[src/rtl/voting_controller.sv]
// Ballot sequencing controller: arms one ballot per officer pulse, turns a single
// synchronized button rising edge into one vote strobe, rejects multi-presses and withdraws stale ballots.
//
// state     | meaning
// ----------+---------------------------------------------------------------
// S_IDLE    | no ballot armed; waiting for i_ballot_en
// S_READY   | ballot armed; waiting for exactly one button press or timeout
// S_RELEASE | vote taken; waiting for every synchronized button to drop
// S_CLOSED  | poll closed; absorbing until reset
module voting_controller #(
   parameter int TIMEOUT_CYCLES = 1000,
   parameter int CNT_W          = 8
) (
   input  logic             clk,
   input  logic             rst,
   input  logic             i_ballot_en,
   input  logic             i_candidate_1,
   input  logic             i_candidate_2,
   input  logic             i_candidate_3,
   input  logic             i_voting_over,
   output logic             o_vote_1,
   output logic             o_vote_2,
   output logic             o_vote_3,
   output logic             o_ballot_ready,
   output logic             o_invalid,
   output logic             o_timeout,
   output logic             o_voting_over,
   output logic [CNT_W-1:0] o_ballot_count
);

   localparam int          TMR_W    = 16;
   localparam logic [15:0] TMR_LOAD = 16'(TIMEOUT_CYCLES - 1);

   typedef enum logic [1:0] {
      S_IDLE    = 2'd0,
      S_READY   = 2'd1,
      S_RELEASE = 2'd2,
      S_CLOSED  = 2'd3
   } state_t;

   state_t             r_state;
   state_t             w_state_nxt;
   logic [2:0]         r_sync1;
   logic [2:0]         r_sync2;
   logic [2:0]         r_sync3;
   logic [TMR_W-1:0]   r_tmr;
   logic [TMR_W-1:0]   w_tmr_nxt;
   logic [2:0]         r_vote;
   logic [2:0]         w_vote_nxt;
   logic               r_ballot_ready;
   logic               r_invalid;
   logic               w_invalid_nxt;
   logic               r_timeout;
   logic               w_timeout_nxt;
   logic               r_voting_over;
   logic [CNT_W-1:0]   r_cnt;
   logic               w_cnt_inc;
   logic [2:0]         w_btn_raw;
   logic [2:0]         w_press;
   logic               w_press_one;
   logic               w_press_multi;
   logic               w_btn_any;
   logic               w_cnt_sat;

   assign w_btn_raw     = {i_candidate_3, i_candidate_2, i_candidate_1};
   assign w_press       = r_sync2 & ~r_sync3;
   assign w_press_one   = (w_press == 3'b001) || (w_press == 3'b010) || (w_press == 3'b100);
   assign w_press_multi = (w_press != 3'b000) && !w_press_one;
   assign w_btn_any     = (r_sync2 != 3'b000);
   assign w_cnt_sat     = &r_cnt;

   always_comb begin
      w_state_nxt   = r_state;
      w_vote_nxt    = 3'b000;
      w_invalid_nxt = 1'b0;
      w_timeout_nxt = 1'b0;
      w_tmr_nxt     = r_tmr;
      w_cnt_inc     = 1'b0;
      case (r_state)
         S_IDLE: begin
            if (i_voting_over) begin
               w_state_nxt = S_CLOSED;
            end else if (i_ballot_en) begin
               w_state_nxt = S_READY;
               w_tmr_nxt   = TMR_LOAD;
            end
         end
         S_READY: begin
            // A clean single press wins even against poll close, so the last voter is counted.
            if (w_press_one) begin
               w_vote_nxt  = w_press;
               w_cnt_inc   = 1'b1;
               w_state_nxt = i_voting_over ? S_CLOSED : S_RELEASE;
            end else if (i_voting_over) begin
               w_state_nxt = S_CLOSED;
            end else if (w_press_multi) begin
               w_invalid_nxt = 1'b1;
               w_tmr_nxt     = TMR_LOAD;
            end else if (r_tmr == '0) begin
               w_timeout_nxt = 1'b1;
               w_state_nxt   = S_IDLE;
            end else begin
               w_tmr_nxt = r_tmr - 16'd1;
            end
         end
         S_RELEASE: begin
            if (i_voting_over) begin
               w_state_nxt = S_CLOSED;
            end else if (!w_btn_any) begin
               w_state_nxt = S_IDLE;
            end
         end
         S_CLOSED: begin
            w_state_nxt = S_CLOSED;
         end
         default: begin
            w_state_nxt = S_IDLE;
         end
      endcase
   end

   always_ff @(posedge clk or negedge rst) begin
      if (!rst) begin
         r_state        <= S_IDLE;
         r_sync1        <= 3'b000;
         r_sync2        <= 3'b000;
         r_sync3        <= 3'b000;
         r_tmr          <= '0;
         r_vote         <= 3'b000;
         r_ballot_ready <= 1'b0;
         r_invalid      <= 1'b0;
         r_timeout      <= 1'b0;
         r_voting_over  <= 1'b0;
         r_cnt          <= '0;
      end else begin
         r_state        <= w_state_nxt;
         r_sync1        <= w_btn_raw;
         r_sync2        <= r_sync1;
         r_sync3        <= r_sync2;
         r_tmr          <= w_tmr_nxt;
         r_vote         <= w_vote_nxt;
         r_ballot_ready <= (w_state_nxt == S_READY);
         r_invalid      <= w_invalid_nxt;
         r_timeout      <= w_timeout_nxt;
         r_voting_over  <= (w_state_nxt == S_CLOSED);
         if (w_cnt_inc && !w_cnt_sat) begin
            r_cnt <= r_cnt + CNT_W'(1);
         end
      end
   end

   assign o_vote_1       = r_vote[0];
   assign o_vote_2       = r_vote[1];
   assign o_vote_3       = r_vote[2];
   assign o_ballot_ready = r_ballot_ready;
   assign o_invalid      = r_invalid;
   assign o_timeout      = r_timeout;
   assign o_voting_over  = r_voting_over;
   assign o_ballot_count = r_cnt;

endmodule

[config.mk]
export PLATFORM = sky130hd
export DESIGN_NAME = voting_controller
export DESIGN_NICKNAME = d
export VERILOG_FILES = /design/src/rtl/voting_controller.sv
export SDC_FILE = /design/constraint.sdc
export NUM_CORES = 1
export LEC_CHECK = 0
export ABC_AREA = 1
export BUFFER_PORTS_ARGS = -buffer_cell sky130_fd_sc_hd__buf_2
export CAP_MARGIN = 30
export CELL_PAD_IN_SITES_DETAIL_PLACEMENT = 1
export CELL_PAD_IN_SITES_GLOBAL_PLACEMENT = 2
export CORE_AREA = 2 2 70 99
export CTS_CLUSTER_SIZE = 10
export DETAILED_ROUTE_END_ITERATION = 12
export DIE_AREA = 0 0 72 101
export PLACE_DENSITY_LB_ADDON = 0.1
export SLEW_MARGIN = 20
export SYNTH_ARGS = -nofsm -noshare
export SYNTH_HDL_FRONTEND = slang
export SYNTH_SLANG_ARGS = --single-unit
[constraint.sdc]
create_clock -name clk -period 3.4 [get_ports clk]
set_input_delay 0.34 -clock clk [delete_from_list [all_inputs] [get_ports clk]]
set_output_delay 0.34 -clock clk [all_outputs]
set_load 0.02 [all_outputs]
==> impl_metrics.py <==
metrics = {
    "run_status": {
        "outcome": "completed",
    },
    "clock_tree": {
        "clock_tree_from_tritoncts": "yes",
        "cts-htree-levels": 2,
        "postCtsResizedCells": 0,
        "cts_made_buffers": 5,
        "cts.reportedPaths.clkPinSlew_ns": 0.10,
        "clockBufferDepth": 2,
        "clkSinkCount": 42,
        "clock_latency_reported_for_the_late_side_of_the_worst_skew_pair_ns": 0.31,
        "cts_setup_buffers": 0,
        "clock-root-buffer": "sky130_fd_sc_hd__clkbuf_8",
        "number_of_buffers_inserted_for_hold_repair_after_clock_tree_synthesis": 1,
    },
    "synthesis": {
        "synthesis.area_um2": 2350,
        "ys_ff_latch": 42,
        "synth.yosys.seq_area_share_pct": 44.7,
        "ys_types": 25,
        "number_of_flops_mapped_to_enable_cells_by_yosys": 0,
        "synthesis.instances": 295,
        "syn-num-nets": 304,
        "yosysWarnings": 0,
        "postSynth.asyncResetShare_pct": 100,
        "postSynth.topFlopCell": "sky130_fd_sc_hd__dfrtp_1",
        "synth_area_per_cell_um2": 7.97,
    },
    "critical_path": {
        "worst_ep_required_time_ns": 3.64,
        "timing.rr.start": "r_tmr[0]",
        "path_class": "reg -> reg",
        "critPathMaxFanout": 33,
        "reg2reg_to": "r_tmr[8]",
        "r2r_setup_slack_ns": 1.30,
        "crit_arrival_ns": 2.34,
        "cp_capture_type": "flop",
        "crit_path_start_kind": "flop",
        "r2r_cells": 10,
    },
    "timing": {
        "setup-violations-final": 0,
        "final_period_minus_worst_setup_slack_ns": 2.10,
        "final.hold.worst_slack_ns": 0.137,
        "max_clock_freq_ghz": 0.477,
        "slew_headroom_pct": 50.3,
        "drv_slew": 0,
        "timing.clock.skew_ns": 0.0120,
        "finalCritPeriodShare_pct": 61.7,
        "finalHoldViolCount": 0,
        "rsz0062_at_grt": "no",
        "finalSetupTns_ns": 0,
        "worst_slew_pin_slew_ns": 0.745,
    },
    "power": {
        "power.ir.vdd_worst_uv": 363,
        "power.leakage_nw": 1.29,
        "p_seq_share_pct": 38.8,
        "power_per_cell_area_nw_per_um2": 697,
        "clock_power_share_pct": 23.1,
        "internal_power_mw": 1.04,
        "power.net_switching_mw": 0.776,
        "comb_power_share_pct": 38.1,
        "power.switching_fraction_pct": 42.6,
    },
    "layout": {
        "register_area_um2": 1050,
        "fin_util_pct": 40.6,
        "finish.instance_area_um2": 2610,
        "share_of_final_layout_standard_cells_stronger_than_drive_strength_1_pct": 21.6,
        "layoutNonFillerInstCount": 394,
        "multi_input_gate_area_in_the_final_layout_um2": 1060,
        "nets": 328,
        "area_growth_pct": 11.1,
        "fillers": 793,
        "antenna-diode-count": 0,
    },
    "routing": {
        "route.antenna.remaining_nets": 0,
        "pre_repair_dr_iteration_count": 4,
        "violation_count_after_the_first_detailed_route_iteration": 41,
        "route.final.wire_length_um": 5650,
        "via_to_cell_ratio": 4.93,
        "drcViolationCount": 0,
        "routed_wire_length_per_instance_um": 14.3,
        "detailroute.via_count": 1943,
    },
    "global_route": {
        "first_pass_grt_wire_length_um": 9930,
        "grt.overflow.total": 0,
        "grt_util_all_layers_pct": 17.7,
        "antenna_found_initial": 0,
        "first_global_vias": 2095,
        "grt_start_max_net_pins": 34,
    },
    "min_path": {
        "hold_path_depth": 1,
        "hold_path_end": "r_sync1[1]",
        "worstHoldStart": "i_candidate_2",
        "holdCritPathClass": "in -> reg",
    },
    "placed_design": {
        "dpl.hpwl_um": 4170,
        "placed_cells_incl_taps": 385,
        "place.port_buffers": 21,
        "place.gp.congestion": 0.753,
        "total_cell_area_at_the_placement_stage_um2": 2490,
    },
    "flow_run": {
        "timing.max_cap.violations": 0,
    },
    "floorplan": {
        "initial_core_util_pct": 36.5,
        "fp.dieArea_um2": 7270,
        "placeable_core_area_um2": 6440,
        "die_width_um": 72,
        "rows": 35,
        "pin_count": 22,
        "fp.dieH_um": 101,
    },
}
-- routing by layer --
metal	GRT usage (%)	vias to the layer above	part of all wire, %
met4	6.10	0	1.6
met3	2.70	7	2.3
met5	0	-	0
met1	20.2	944	42
met2	33.0	24	54
li1	-	968	-
-- sequential cells by signal, summed over array words and instances (netlist names) --
name / flops
r_vote: 3
o_timeout: 1
r_state: 2
r_tmr: 16
o_ballot_ready: 1
o_invalid: 1
o_voting_over: 1
r_sync3: 3
r_sync1: 3
o_ballot_count: 8
r_sync2: 3
-- final cells by class --
type                    count  area share [%]
well taps                  74            3.55
flip-flops and latches     42            40.2
clock buffers               5            2.64
inverters                  42            6.04
clock inverters             3            1.68
repair buffers             23            5.17
multi-input cells         205            40.7
-- critical path: stages (launching register included) --
cell and delay [ns]:
sky130_fd_sc_hd__dfrtp_1 0.42, sky130_fd_sc_hd__inv_1 0.11, sky130_fd_sc_hd__ha_1 0.26, sky130_fd_sc_hd__nand2_1 0.15
sky130_fd_sc_hd__nor2_4 0.17, sky130_fd_sc_hd__nand2_2 0.06, sky130_fd_sc_hd__nor2_2 0.10, sky130_fd_sc_hd__nand3_2 0.12
sky130_fd_sc_hd__nand2_4 0.41, sky130_fd_sc_hd__nand2_1 0.14, sky130_fd_sc_hd__o21ai_2 0.09
-- metrics by stage --
step                      setup WS (ns)  power (mW)
after detailed placement           1.30        1.43
final                              1.30        1.82
after global routing               1.11        1.99
after CTS                          1.27        1.86
after global placement             1.34        1.40
after floorplan                    1.76        1.25
-- synth_stat cells, types with 2 or more instances --
cell type,number,area share [%]
sky130_fd_sc_hd__nand2_1,61,9.7
sky130_fd_sc_hd__inv_1,40,6.4
sky130_fd_sc_hd__ha_1,2,1.1
sky130_fd_sc_hd__nand4_1,10,2.7
sky130_fd_sc_hd__dfrtp_1,42,45
sky130_fd_sc_hd__buf_12,2,1.7
sky130_fd_sc_hd__nand3_1,21,4.5
sky130_fd_sc_hd__nand2_2,13,3.5
sky130_fd_sc_hd__xnor2_1,2,0.75
sky130_fd_sc_hd__xor2_1,6,2.2
sky130_fd_sc_hd__o21ai_0,11,2.3
sky130_fd_sc_hd__o21ai_2,16,6.0
sky130_fd_sc_hd__or2_2,2,0.53
sky130_fd_sc_hd__buf_6,3,1.4
sky130_fd_sc_hd__nor3_1,5,1.1
sky130_fd_sc_hd__nor2_2,3,0.80
sky130_fd_sc_hd__nand3_2,2,0.85
sky130_fd_sc_hd__nor2_1,44,7.0
sky130_fd_sc_hd__a21oi_1,3,0.64
sky130_fd_sc_hd__nand3b_1,2,0.64
-- placed cells by master (no fill, tap or decap), types with 2 or more instances in the layout --
cell type / instances
sky130_fd_sc_hd__nand3_2: 2
sky130_fd_sc_hd__xor2_1: 6
sky130_fd_sc_hd__a21oi_1: 3
sky130_fd_sc_hd__xnor2_1: 2
sky130_fd_sc_hd__nand2_2: 13
sky130_fd_sc_hd__inv_1: 40
sky130_fd_sc_hd__or2_2: 2
sky130_fd_sc_hd__dfrtp_1: 42
sky130_fd_sc_hd__nor3_1: 5
sky130_fd_sc_hd__nor2_2: 3
sky130_fd_sc_hd__o21ai_0: 11
sky130_fd_sc_hd__buf_2: 21
sky130_fd_sc_hd__nand3_1: 21
sky130_fd_sc_hd__o21ai_2: 16
sky130_fd_sc_hd__clkbuf_8: 5
sky130_fd_sc_hd__ha_1: 2
sky130_fd_sc_hd__nand4_1: 10
sky130_fd_sc_hd__nand2_1: 61
sky130_fd_sc_hd__nand3b_1: 2
sky130_fd_sc_hd__nor2_1: 44
-- worst max path at each step --
stage                          start   endpoint  slack [ns]
after floorplan             r_tmr[0]   r_tmr[2]        1.76
after global placement      r_tmr[0]  r_tmr[15]        1.34
after detailed placement  r_state[0]   r_tmr[5]        1.30
after CTS                   r_tmr[0]   r_tmr[9]        1.27
after global routing        r_tmr[0]   r_tmr[3]        1.11
final                       r_tmr[0]   r_tmr[8]        1.30
-- logic make-up (layout without fill, tap and decap cells) --
kind of cell | Yosys count | after routing | share of synthesized area (%)
buffers and inverters | 48 | 73 | 10.1
adders and majority gates | 2 | 2 | 1.06
and+or+nand+nor | 165 | 165 | 32.2
AOI/OAI and AO/OA | 30 | 30 | 8.95
DFF | 42 | 42 | 44.7
xor gates and xnor gates | 8 | 8 | 2.98
-- power by group through the flow --
| stage | Sequential (mW) | Combinational, mW | Clock, mW |
|---|---|---|---|
| after global routing | 0.727 | 0.816 | 0.449 |
| after detailed placement | 0.719 | 0.707 | 0 |
| after floorplan | 0.712 | 0.540 | 0 |
| after global placement | 0.719 | 0.683 | 0 |
| final | 0.706 | 0.694 | 0.420 |
| after CTS | 0.711 | 0.711 | 0.435 |
(Power assumes the default switching activity.)
